<file path="src/rtl/lc3b_types.sv">
// Shared LC-3b types: opcode/register encodings and the reorder-buffer entry layout.
package lc3b_types;

    localparam int ROB_DATA_W = 16;

    typedef enum logic [3:0] {
        op_br   = 4'd0,  op_add  = 4'd1,  op_ldb  = 4'd2,  op_stb  = 4'd3,
        op_jsr  = 4'd4,  op_and  = 4'd5,  op_ldr  = 4'd6,  op_str  = 4'd7,
        op_rti  = 4'd8,  op_not  = 4'd9,  op_ldi  = 4'd10, op_sti  = 4'd11,
        op_jmp  = 4'd12, op_shf  = 4'd13, op_lea  = 4'd14, op_trap = 4'd15
    } lc3b_opcode;

    typedef logic [2:0] lc3b_reg;

    typedef struct packed {
        logic                  valid;
        logic                  ready;
        lc3b_opcode            inst;
        lc3b_reg               dest;
        logic [ROB_DATA_W-1:0] value;
        logic                  predict;
    } rob_entry_t;

endpackage

</file>
<file path="src/rtl/rob_cdb_match.sv">
// Per-entry CDB select: picks the lowest-numbered channel whose tag names this entry.
module rob_cdb_match
    import lc3b_types::*;
#(
    parameter int NUM_CDB = 2,
    parameter int TAG_W   = 3,
    parameter int ENTRY   = 0
) (
    input  logic [NUM_CDB-1:0]                 cdb_valid,
    input  logic [NUM_CDB-1:0][TAG_W-1:0]      cdb_tag,
    input  logic [NUM_CDB-1:0][ROB_DATA_W-1:0] cdb_data,
    output logic                               wr_en,
    output logic [ROB_DATA_W-1:0]              wr_data
);

    // Scan high to low so the lowest matching channel is assigned last and wins.
    always_comb begin
        wr_en   = 1'b0;
        wr_data = '0;
        for (int c = NUM_CDB - 1; c >= 0; c--) begin
            if (cdb_valid[c] && cdb_tag[c] == TAG_W'(ENTRY)) begin
                wr_en   = 1'b1;
                wr_data = cdb_data[c];
            end
        end
    end

endmodule

</file>
<file path="src/rtl/reorder_buffer_mc.sv">
// Circular reorder buffer: in-order allocate/retire, multi-CDB writeback,
// full flush and partial squash of entries younger than a given tag.
module reorder_buffer_mc
    import lc3b_types::*;
#(
    parameter int  DEPTH   = 8,
    parameter int  NUM_CDB = 2,
    localparam int TAG_W   = $clog2(DEPTH)
) (
    input  logic                               clk,
    input  logic                               reset,
    input  logic                               WE,
    input  lc3b_opcode                         inst,
    input  lc3b_reg                            dest,
    input  logic                               predict,
    output logic [TAG_W-1:0]                   addr,
    input  logic [NUM_CDB-1:0]                 cdb_valid,
    input  logic [NUM_CDB-1:0][TAG_W-1:0]      cdb_tag,
    input  logic [NUM_CDB-1:0][ROB_DATA_W-1:0] cdb_data,
    input  logic                               RE,
    input  logic                               flush,
    input  logic                               squash,
    input  logic [TAG_W-1:0]                   squash_tag,
    output logic                               valid_out,
    output logic [TAG_W-1:0]                   addr_out,
    output lc3b_opcode                         inst_out,
    output lc3b_reg                            dest_out,
    output logic [ROB_DATA_W-1:0]              value_out,
    output logic                               predict_out,
    output logic                               full_out,
    output logic                               empty_out
);

    rob_entry_t [DEPTH-1:0]                rob;
    logic [TAG_W-1:0]                      head, tail, sq_span;
    logic [TAG_W:0]                        count;
    logic [DEPTH-1:0]                      wb_en, keep;
    logic [DEPTH-1:0][ROB_DATA_W-1:0]      wb_data;
    logic                                  sq_ok, do_alloc, do_commit;

    for (genvar g = 0; g < DEPTH; g++) begin : g_match
        rob_cdb_match #(.NUM_CDB(NUM_CDB), .TAG_W(TAG_W), .ENTRY(g)) u_match (
            .cdb_valid(cdb_valid),
            .cdb_tag  (cdb_tag),
            .cdb_data (cdb_data),
            .wr_en    (wb_en[g]),
            .wr_data  (wb_data[g])
        );
    end

    always_comb begin
        addr        = tail;
        addr_out    = head;
        full_out    = count == (TAG_W+1)'(DEPTH);
        empty_out   = count == '0;
        valid_out   = rob[head].valid & rob[head].ready;
        inst_out    = rob[head].inst;
        dest_out    = rob[head].dest;
        value_out   = rob[head].value;
        predict_out = rob[head].predict;
        sq_ok       = squash && rob[squash_tag].valid;
        do_alloc    = WE && !full_out && !flush && !sq_ok;
        do_commit   = RE && valid_out && !flush;
        // Age of the squash point relative to head; power-of-two depth makes this wrap for free.
        sq_span     = squash_tag - head;
    end

    // An entry survives a squash if it is no younger than squash_tag.
    always_comb begin
        keep = '0;
        for (int i = 0; i < DEPTH; i++)
            keep[i] = (TAG_W'(i) - head) <= sq_span;
    end

    always_ff @(posedge clk) begin
        if (reset || flush) begin
            head  <= '0;
            tail  <= '0;
            count <= '0;
            for (int i = 0; i < DEPTH; i++) begin
                rob[i].valid <= 1'b0;
                rob[i].ready <= 1'b0;
            end
        end else begin
            for (int i = 0; i < DEPTH; i++) begin
                if (wb_en[i] && rob[i].valid && !rob[i].ready) begin
                    rob[i].value <= wb_data[i];
                    rob[i].ready <= 1'b1;
                end
                if (sq_ok && !keep[i])
                    rob[i].valid <= 1'b0;
            end
            // Later assignments override the writeback/squash updates above.
            if (do_alloc) begin
                rob[tail].valid   <= 1'b1;
                rob[tail].ready   <= 1'b0;
                rob[tail].inst    <= inst;
                rob[tail].dest    <= dest;
                rob[tail].predict <= predict;
            end
            if (do_commit)
                rob[head].valid <= 1'b0;

            head <= head + TAG_W'(do_commit);
            if (sq_ok) begin
                tail  <= squash_tag + TAG_W'(1);
                count <= {1'b0, sq_span} + (TAG_W+1)'(1) - (TAG_W+1)'(do_commit);
            end else begin
                tail  <= tail + TAG_W'(do_alloc);
                count <= count + (TAG_W+1)'(do_alloc) - (TAG_W+1)'(do_commit);
            end
        end
    end

endmodule

</file>
<file path="config.mk">
export PLATFORM = sky130hd
export DESIGN_NAME = reorder_buffer_mc
export DESIGN_NICKNAME = d
export VERILOG_FILES = /design/src/rtl/lc3b_types.sv /design/src/rtl/rob_cdb_match.sv /design/src/rtl/reorder_buffer_mc.sv
export SDC_FILE = /design/constraint.sdc
export NUM_CORES = 1
export LEC_CHECK = 0
export CORE_MARGIN = 3
export CORE_UTILIZATION = 40
export CTS_BUF_LIST = sky130_fd_sc_hd__clkbuf_16
export DETAILED_ROUTE_END_ITERATION = 10
export GPL_ROUTABILITY_DRIVEN = 0
export PLACE_DENSITY = 0.71
export SLEW_MARGIN = 20
export SYNTH_ARGS = -nofsm -noshare
export SYNTH_HDL_FRONTEND = slang
export SYNTH_SLANG_ARGS = --single-unit
</file>
<file path="constraint.sdc">
create_clock -name clk -period 3.2 [get_ports clk]
set_clock_uncertainty 0.2 [all_clocks]
set_input_delay 0.64 -clock clk [delete_from_list [all_inputs] [get_ports clk]]
set_output_delay 0.64 -clock clk [all_outputs]
set_load 0.02 [all_outputs]
</file>
==> results of run 1 <==
==> cell type report <==
type | instances | area share (%)
diodes | 4 | 0.0735
multi-input cells | 506 | 31.5
clock buffers | 23 | 4.22
repair buffers | 175 | 12.9
flip-flops and latches | 218 | 46.2
inverters | 33 | 0.927
clock inverters | 17 | 1.06
well taps | 341 | 3.13
==> per-layer routing <==
layer | up-vias | global-route usage (%)
met5 | - | 0
met4 | 0 | 10.5
met3 | 99 | 2.76
met2 | 400 | 34.3
met1 | 3851 | 26.0
li1 | 3445 | -
==> placed cells by master, fill, tap and decap left out, types with 23 or more instances in the layout <==
cell	synthesis	final
inv_1	32	33
clkbuf_16	0	23
mux4_2	50	50
buf_4	11	68
a22o_1	112	112
nor2_1	25	25
nand2_1	123	123
a21oi_1	26	26
clkdlybuf4s50_1	0	63
ha_1	26	24
edfxtp_1	192	192
dlygate4sd2_1	0	24
==> logic make-up (layout without fill, tap and decap cells) <==
logic type                 Yosys count  in the layout  share of synthesized area, %
AOI/OAI and AO/OA                  192            192                          14.0
muxes                               56             56                          10.8
adders and majority gates           32             32                          3.69
DFF                                218            218                          57.3
buffers and inverters              113            248                          4.42
other                                0              4                             0
and+or+nand+nor                    217            217                          9.12
xor gates and xnor gates             9              9                         0.718
==> critical path, cell delays in order (launching register included) <==
cell and delay [ns]:
dfxtp_4 0.39, buf_12 0.17, buf_4 0.15, mux4_2 0.50
nand2_1 0.09, nand2_1 0.10, dlygate4sd2_1 0.36
==> synth_stat cells, types with 2 or more instances <==
| cell type | count |
|---|---|
| maj3_1 | 4 |
| a22o_1 | 112 |
| a221oi_1 | 7 |
| nor2b_1 | 17 |
| edfxtp_1 | 192 |
| inv_1 | 32 |
| clkbuf_1 | 40 |
| ha_1 | 26 |
| nor2_1 | 25 |
| dfxtp_1 | 26 |
| a221oi_2 | 2 |
| nor3_1 | 11 |
| o31a_1 | 2 |
| xor2_1 | 3 |
| nor3b_1 | 3 |
| o21ai_0 | 20 |
| nand3_1 | 7 |
| buf_1 | 18 |
| mux2i_1 | 5 |
| buf_4 | 11 |
| fa_1 | 2 |
| xnor2_1 | 6 |
| mux4_2 | 50 |
| buf_2 | 10 |
| o211ai_1 | 3 |
| a31oi_1 | 2 |
| a21oi_1 | 26 |
| and2_1 | 9 |
| and3_1 | 6 |
| nand2_1 | 123 |
| a211oi_1 | 5 |
| nor3_2 | 5 |
| nand2b_1 | 3 |
==> where the power goes <==
group / switching [mW] / total, mW / leakage [nW] / internal (mW)
logic: 0.227 / 0.407 / 2.49 / 0.180
clock network: 1.09 / 2.56 / 0.361 / 1.47
registers: 0.00660 / 3.09 / 2.00 / 3.08
total: 1.32 / 6.06 / 4.86 / 4.74
==> worst max-delay path by stage <==
| stage | slack, ns | end | from | cells after the start |
|---|---|---|---|---|
| final | 0.09 | value_out[2] | addr_out[0] | 6 |
| after global routing | 0.001 | value_out[4] | addr_out[1] | 6 |
| after CTS | 0.001 | count[2] | squash_tag[0] | 13 |
| after detailed placement | -0.53 | count[2] | squash_tag[0] | 13 |
| after global placement | -0.42 | count[2] | squash_tag[0] | 13 |
| after floorplan | 0.006 | count[2] | addr_out[0] | 14 |
==> per-stage QoR <==
| stage | instances | power [mW] | utilization [%] | hold slack [ns] | setup TNS [ns] |
|---|---|---|---|---|---|
| global route | 1317 | 6.24 | 50.6 | 0.308 | 0 |
| detailed placement | 1265 | 3.55 | 47.3 | 0.288 | -10.17 |
| CTS | 1307 | 6.08 | 50.1 | 0.299 | 0 |
| floorplan | 837 | 3.37 | - | 0.251 | 0 |
| finish | 1317 | 6.06 | 50.6 | 0.282 | 0 |
| global placement | 1265 | 3.54 | 47.3 | 0.285 | -6.22 |
==> timing repair <==
| action | CTS | global route |
|---|---|---|
| endpoints found under the setup margin | 25 | 13 |
| gates resized for setup | 34 | 16 |
| hold buffers | 0 | 0 |
| pin swaps | 0 | 3 |
| buffers inserted | 0 | 6 |
| gates cloned | 2 | 0 |
==> impl_metrics.yaml, run 1 <==
drt:
  met1_length_mm: 11.9
  top_layer: "met4"
  drtPass1Iterations: 5
  dr_wl_met3_mm: 2.00
  routed_wirelength_mm: 30.6
  ant_nets: 0
  drc: 0
  drt_iter0_markers: 674
  wl_met2_mm: 15.2
  vias: 7795
  wl_per_cell_um: 23.2
  routed_via_density: 5.92
critical_path:
  path_class: "flop to primary output"
  rrSetupSlack_ns: 0.13
  cp.required_ns: 2.36
  r2r-end: "count[2]"
  path_max_fanout: 7
  ff2ff_path_depth: 13
  end_kind: "primary output"
  r2r_start: "rob[50]"
  startpoint_type: "flop"
  critPathArrivalTime_ns: 2.27
sta:
  finalHoldViolCount: 0
  max_slew.worst_pin.slew_ns: 0.642
  setup_violations: 0
  drv_slew: 0
  worst_slack_ns: 0.0921
  min_period_ns: 3.11
  rsz0062_at_grt: "no"
  fin_crit_sh_pct: 97.1
  slew_headroom_pct: 57.2
  fmax_ghz: 0.322
floorplanning:
  ios: 90
  start_util_pct: 40.7
  fp-row-count: 60
  die-area_um2: 29500
  die_w_um: 172
  die_y_um: 172
  core-area_um2: 27000
power:
  p_per_area_nw_per_um2: 444
  p_leak_nw: 4.86
  ir_worst_vdd_mv: 0.347
clock_tree:
  cts-root-buf: "clkbuf_16"
  clock_path_buffers: 3
  cts_sinks: 218
  cts_tree: "done"
  numCtsBuffers: 23
  clkTransAtPathRegs_ns: 0.06
  clock_latency_ns: 0.51
  cts.htree.levels: 1
synth:
  yosysUniqueCellTypes: 57
  syn_area_um2: 11000
  synth_fp_nets: 922
  synthArstFlopShare_pct: 0
  yosys.area.top_type: "edfxtp_1"
  synthFlopType: "edfxtp_1"
  avgSynthCellArea_um2: 13.1
  synth_area_leaders: "edfxtp_1 53%, mux4_2 10%, a22o_1 8.9%, dfxtp_1 4.7%, nand2_1 4.2%"
  synth_top_area_share_pct: 52.5
  synth_enable_flop_cells: 192
  synth_seq_cells: 218
  ys_warn_count: 0
  yosysSeqAreaShare_pct: 57.3
  synth_cells: 837
hold_path:
  hold_end: "rob[76]"
  holdPathStages: 2
  hp-start: "rob[76]"
  hold_path.class: "flop to flop"
placement:
  dp_slack_ns: -0.531
  port_buffers: 89
  hpwl_mm: 19.7
  placed_area_um2: 12700
global_route:
  grt_pass1_vias: 7880
  antenna_found_initial: 4
  grt_overflow: 0
  grt_max_degree: 29
  track_usage_pct: 20.5
  grt_first_pass_wirelength_mm: 45.7
cells_and_area:
  fin_nets: 1042
  seq_area_um2: 6300
  area_delta_synth_final_pct: 24.1
  drive_gt1_share_pct: 21.6
  multi_input_area_um2: 4300
  n_fill_cell: 2252
  design_area_um2: 13600
run_status:
  outcome: "completed"
run:
  max-cap-violations: 0
(Power assumes the default switching activity.)
==> inputs of run 2 (changes only) <==
- CORE_UTILIZATION: 40 -> 53
- PLACE_DENSITY: 0.71 -> 0.87
==> impl_metrics.yaml, run 2 (same netlist as run 1, synthesis figures left out) <==
run_status:
  outcome: "completed"
cells_and_area:
  fin_nets: 1035
  final_common_cell: "edfxtp_1"
  drive_gt1_share_pct: 20.0
  layout_common_cells: "192 x edfxtp_1, 123 x nand2_1, 112 x a22o_1"
  area_delta_synth_final_pct: 22.3
sta:
  finalHoldViolCount: 0
  fin_setup_tns_ns: 0
  setup_violations: 0
  fin_crit_sh_pct: 98.7
  min_period_ns: 3.16
  fmax_ghz: 0.316
  rsz0062_at_grt: "yes"
  slew_headroom_pct: 60.0
  max_slew.worst_pin.slew_ns: 0.599
  drv_slew: 0
drt:
  routed_via_density: 6.69
  routed_wirelength_mm: 31.5
  drtPass1Iterations: 6
  wl_per_cell_um: 25.4
  drc: 0
  vias: 8277
  ant_nets: 0
  drt_iter0_markers: 1091
critical_path:
  end_kind: "primary output"
  cp_slowest_cell: "mux4_2"
  worstPathCellList: "buf_16 > buf_4 > mux4_2 > nand2_1 > nand2_1 > dlygate4sd2_1"
  rrSetupSlack_ns: 0.07
  path_buf_inv: 3
  path_max_fanout: 10
  critPathTopFamily: "buffers and inverters"
  critPathArrivalTime_ns: 2.32
  cp.required_ns: 2.36
  path_class: "flop to primary output"
  startpoint_type: "flop"
  cpPeakStageDelay_ns: 0.51
  worst_path_most_repeated_cell: "nand2_1"
clock_tree:
  cts-root-buf: "clkbuf_16"
  holdBufCountCts: 0
  clkTransAtPathRegs_ns: 0.06
  clock_latency_ns: 0.51
  cts_sinks: 218
  cts.htree.levels: 1
  clock_path_buffers: 3
  numCtsBuffers: 22
  cts_tree: "done"
hold_path:
  hold_path.class: "flop to flop"
floorplanning:
  die_w_um: 150
  ios: 90
  start_util_pct: 54.1
  fp-row-count: 52
  core-area_um2: 20300
  die_y_um: 150
  die-area_um2: 22500
placement:
  hpwl_mm: 19.2
  port_buffers: 89
power:
  p_leak_nw: 4.84
  ir_worst_vdd_mv: 0.303
  swShare_pct: 21.6
  p_int_mw: 4.71
  comb_power_share_pct: 6.9
  power_mw: 6.01
  power_switching_mw: 1.30
  seqPwrFrac_pct: 51.4
  p_per_area_nw_per_um2: 448
  pwr-share-clk_pct: 41.7
global_route:
  grt_pass1_vias: 8342
  antenna_found_initial: 4
  grt_overflow: 0
  track_usage_pct: 27.6
  grt_max_degree: 37
  grt_first_pass_wirelength_mm: 47.2
run:
  max-cap-violations: 0
## run 2: metrics by stage
stage / hold slack, ns / area [um2] / setup slack, ns / std cells / util (%)
floorplan: 0.251 / 11000 / 0.00648 / 837 / -
global placement: 0.285 / 12600 / -0.420 / 1189 / 62.1
detailed placement: 0.292 / 12600 / -0.535 / 1189 / 62.1
CTS: 0.308 / 13400 / 0.00191 / 1234 / 65.9
global route: 0.324 / 13400 / -0.0740 / 1238 / 66.2
finish: 0.305 / 13400 / 0.0401 / 1238 / 66.2
## run 2: final timing paths
| kind | start | to | cells past startpoint |
|---|---|---|---|
| max | addr_out[0] | value_out[0] | 6 |
| min | rob[102] | rob[102] | 2 |
| min reg2reg | rob[102] | rob[102] | 2 |
| max reg2reg | rob[76] | count[2] | 13 |
## run 2: layout make-up
class,count,area [um2]
fill,1353,6870
sequential,218,6290
multi-input combinational,506,4280
timing repair buffer,169,1700
clock buffer,23,576
tap,270,338
inverter,33,126
clock inverter,17,119
antenna,2,5.00
## run 2: power by group through the flow
stage                     Sequential, mW  Combinational (mW)  Clock, mW
final                               3.09               0.414       2.51
after global routing                3.09               0.438       2.63
after CTS                           3.09               0.402       2.52
after detailed placement            3.15               0.397          0
after global placement              3.15               0.382          0
after floorplan                     3.15               0.218          0
## run 2: worst min-delay path: stages (launching register included)
cell and delay (ns):
dfxtp_2 0.33, inv_1 0.06, a221oi_1 0.07
## run 2: layer usage
metal  up-vias  part of all wire [%]  GRT usage [%]
li1       3421                     -              -
met1      4049                    36           36.0
met2       650                    48           44.0
met3       153                    11           6.00
met4         4                   4.9           13.7
met5         -                 0.095              0
## run 2: timing repair
action | CTS | global route
gates cloned | 1 | 1
setup endpoints to repair | 30 | 7
hold endpoints to repair | 0 | 0
buffers inserted | 4 | 1
pin swaps | 0 | 1
resized for setup | 35 | 18
==> inputs of run 3 (changes only) <==
- CORE_UTILIZATION: 53 -> 50
- PLACE_DENSITY: 0.87 -> 0.83
==> impl_metrics.yaml, run 3 (same netlist as run 1, synthesis figures left out) <==
drt:
  ant_nets: 0
  drc: 0
  wl_per_cell_um: 23.6
  drt_iter0_markers: 787
  drtPass1Iterations: 6
  routed_via_density: 6.34
  vias: 7867
  routed_wirelength_mm: 29.3
power:
  swShare_pct: 21.1
  power_switching_mw: 1.26
  p_int_mw: 4.72
  p_leak_nw: 4.81
  ir_worst_vdd_mv: 0.286
  pwr-share-clk_pct: 41.6
  comb_power_share_pct: 6.7
  seqPwrFrac_pct: 51.7
  p_per_area_nw_per_um2: 446
sta:
  slew_headroom_pct: 48.5
  fin_setup_tns_ns: 0
  min_period_ns: 3.13
  drv_slew: 0
  finalHoldViolCount: 0
  rsz0062_at_grt: "yes"
  worst_slack_ns: 0.0674
  fmax_ghz: 0.319
  fin_crit_sh_pct: 97.9
  setup_violations: 0
  max_slew.worst_pin.slew_ns: 0.768
clock_tree:
  cts-root-buf: "clkbuf_16"
  clock_path_buffers: 3
  cts_sinks: 218
  cts_tree: "done"
  clock_latency_ns: 0.50
  holdBufCountCts: 0
  cts.htree.levels: 1
  clkTransAtPathRegs_ns: 0.07
  numCtsBuffers: 22
critical_path:
  path_class: "flop to primary output"
  path_max_fanout: 22
  rrSetupSlack_ns: 0.10
  r2r-end: "count[2]"
  r2r_start: "rob[102]"
  end_kind: "primary output"
  startpoint_type: "flop"
  critPathArrivalTime_ns: 2.29
  cp.required_ns: 2.36
  ff2ff_path_depth: 13
cells_and_area:
  area_delta_synth_final_pct: 22.1
  drive_gt1_share_pct: 20.0
  fin_cells: 1241
  final_common_cell: "edfxtp_1"
  design_area_um2: 13400
  layout_common_cells: "192 x edfxtp_1, 123 x nand2_1, 112 x a22o_1"
  post-route-util_pct: 63.0
  fin_nets: 1034
floorplanning:
  die-area_um2: 23800
  fp-row-count: 53
  die_w_um: 154
  core-area_um2: 21300
  start_util_pct: 51.6
  die_y_um: 154
  ios: 90
global_route:
  antenna_found_initial: 2
  track_usage_pct: 24.4
  grt_first_pass_wirelength_mm: 45.1
  grt_overflow: 0
  grt_max_degree: 40
  grt_pass1_vias: 8107
placement:
  hpwl_mm: 18.6
  placed_area_um2: 12600
  dp_cells: 1197
  dp_slack_ns: -0.496
  port_buffers: 89
hold_path:
  hold_path.class: "flop to flop"
  hp-start: "rob[102]"
  hold_end: "rob[102]"
  holdPathStages: 2
run:
  max-cap-violations: 0
run_status:
  outcome: "completed"
## run 3: cell count changes in the layout (fill, tap and decap cells not counted), sizes merged
cell	delta
buf	-1
bufbuf	+1
clkbuf	-3
clkinv	+4
diode	-1
dlygate4sd2	+2
inv	-4
## run 3: metal layers
layer	track usage (%)	vias to the layer above	share of wire, %
li1	-	3425	-
met1	30.9	3784	36
met2	39.8	530	49
met3	5.34	126	11
met4	12.4	2	4.6
met5	0	-	0.044
## run 3: final cells by class
cell class	count	area [um2]
diodes	1	2.50
clock buffers	23	576
clock inverters	17	126
fillers	1469	7880
inverters	33	124
multi-input cells	506	4280
flip-flops and latches	218	6290
well taps	275	344
repair buffers	168	1670
## run 3: worst max-delay path, cell delays in order, from the launching register on
cell           delay (ns)
dfxtp_4              0.39
buf_16               0.22
buf_12               0.18
mux4_2               0.51
nand2_1              0.08
nand2_1              0.06
dlygate4sd2_1        0.32
## run 3: timing repair
action                                  4_1_cts  5_1_grt
setup buffers                                 0        2
endpoints found under the setup margin       25       14
resized for setup                            31       13
gates cloned                                  1        0
## run 3: through the flow
| step | total power, mW | hold WS [ns] |
|---|---|---|
| CTS | 5.99 | 0.305 |
| global placement | 3.53 | 0.286 |
| finish | 5.98 | 0.293 |
| detailed placement | 3.55 | 0.293 |
| global route | 6.13 | 0.322 |
| floorplan | 3.37 | 0.251 |
## run 3: worst max path at each step
stage                    endpoint           from
floorplan                count[2]    addr_out[0]
global placement         count[2]  squash_tag[0]
detailed placement       count[2]  squash_tag[0]
CTS                 value_out[12]    addr_out[0]
global route              rob[51]    addr_out[0]
finish               value_out[3]    addr_out[0]
## run 3: power groups by stage
stage,clock (mW),sequential (mW),combinational [mW]
2_1_floorplan,0,3.15,0.218
3_3_place_gp,0,3.15,0.383
3_5_place_dp,0,3.15,0.394
5_1_grt,2.61,3.09,0.431
4_1_cts,2.51,3.09,0.395
6_report,2.49,3.09,0.402
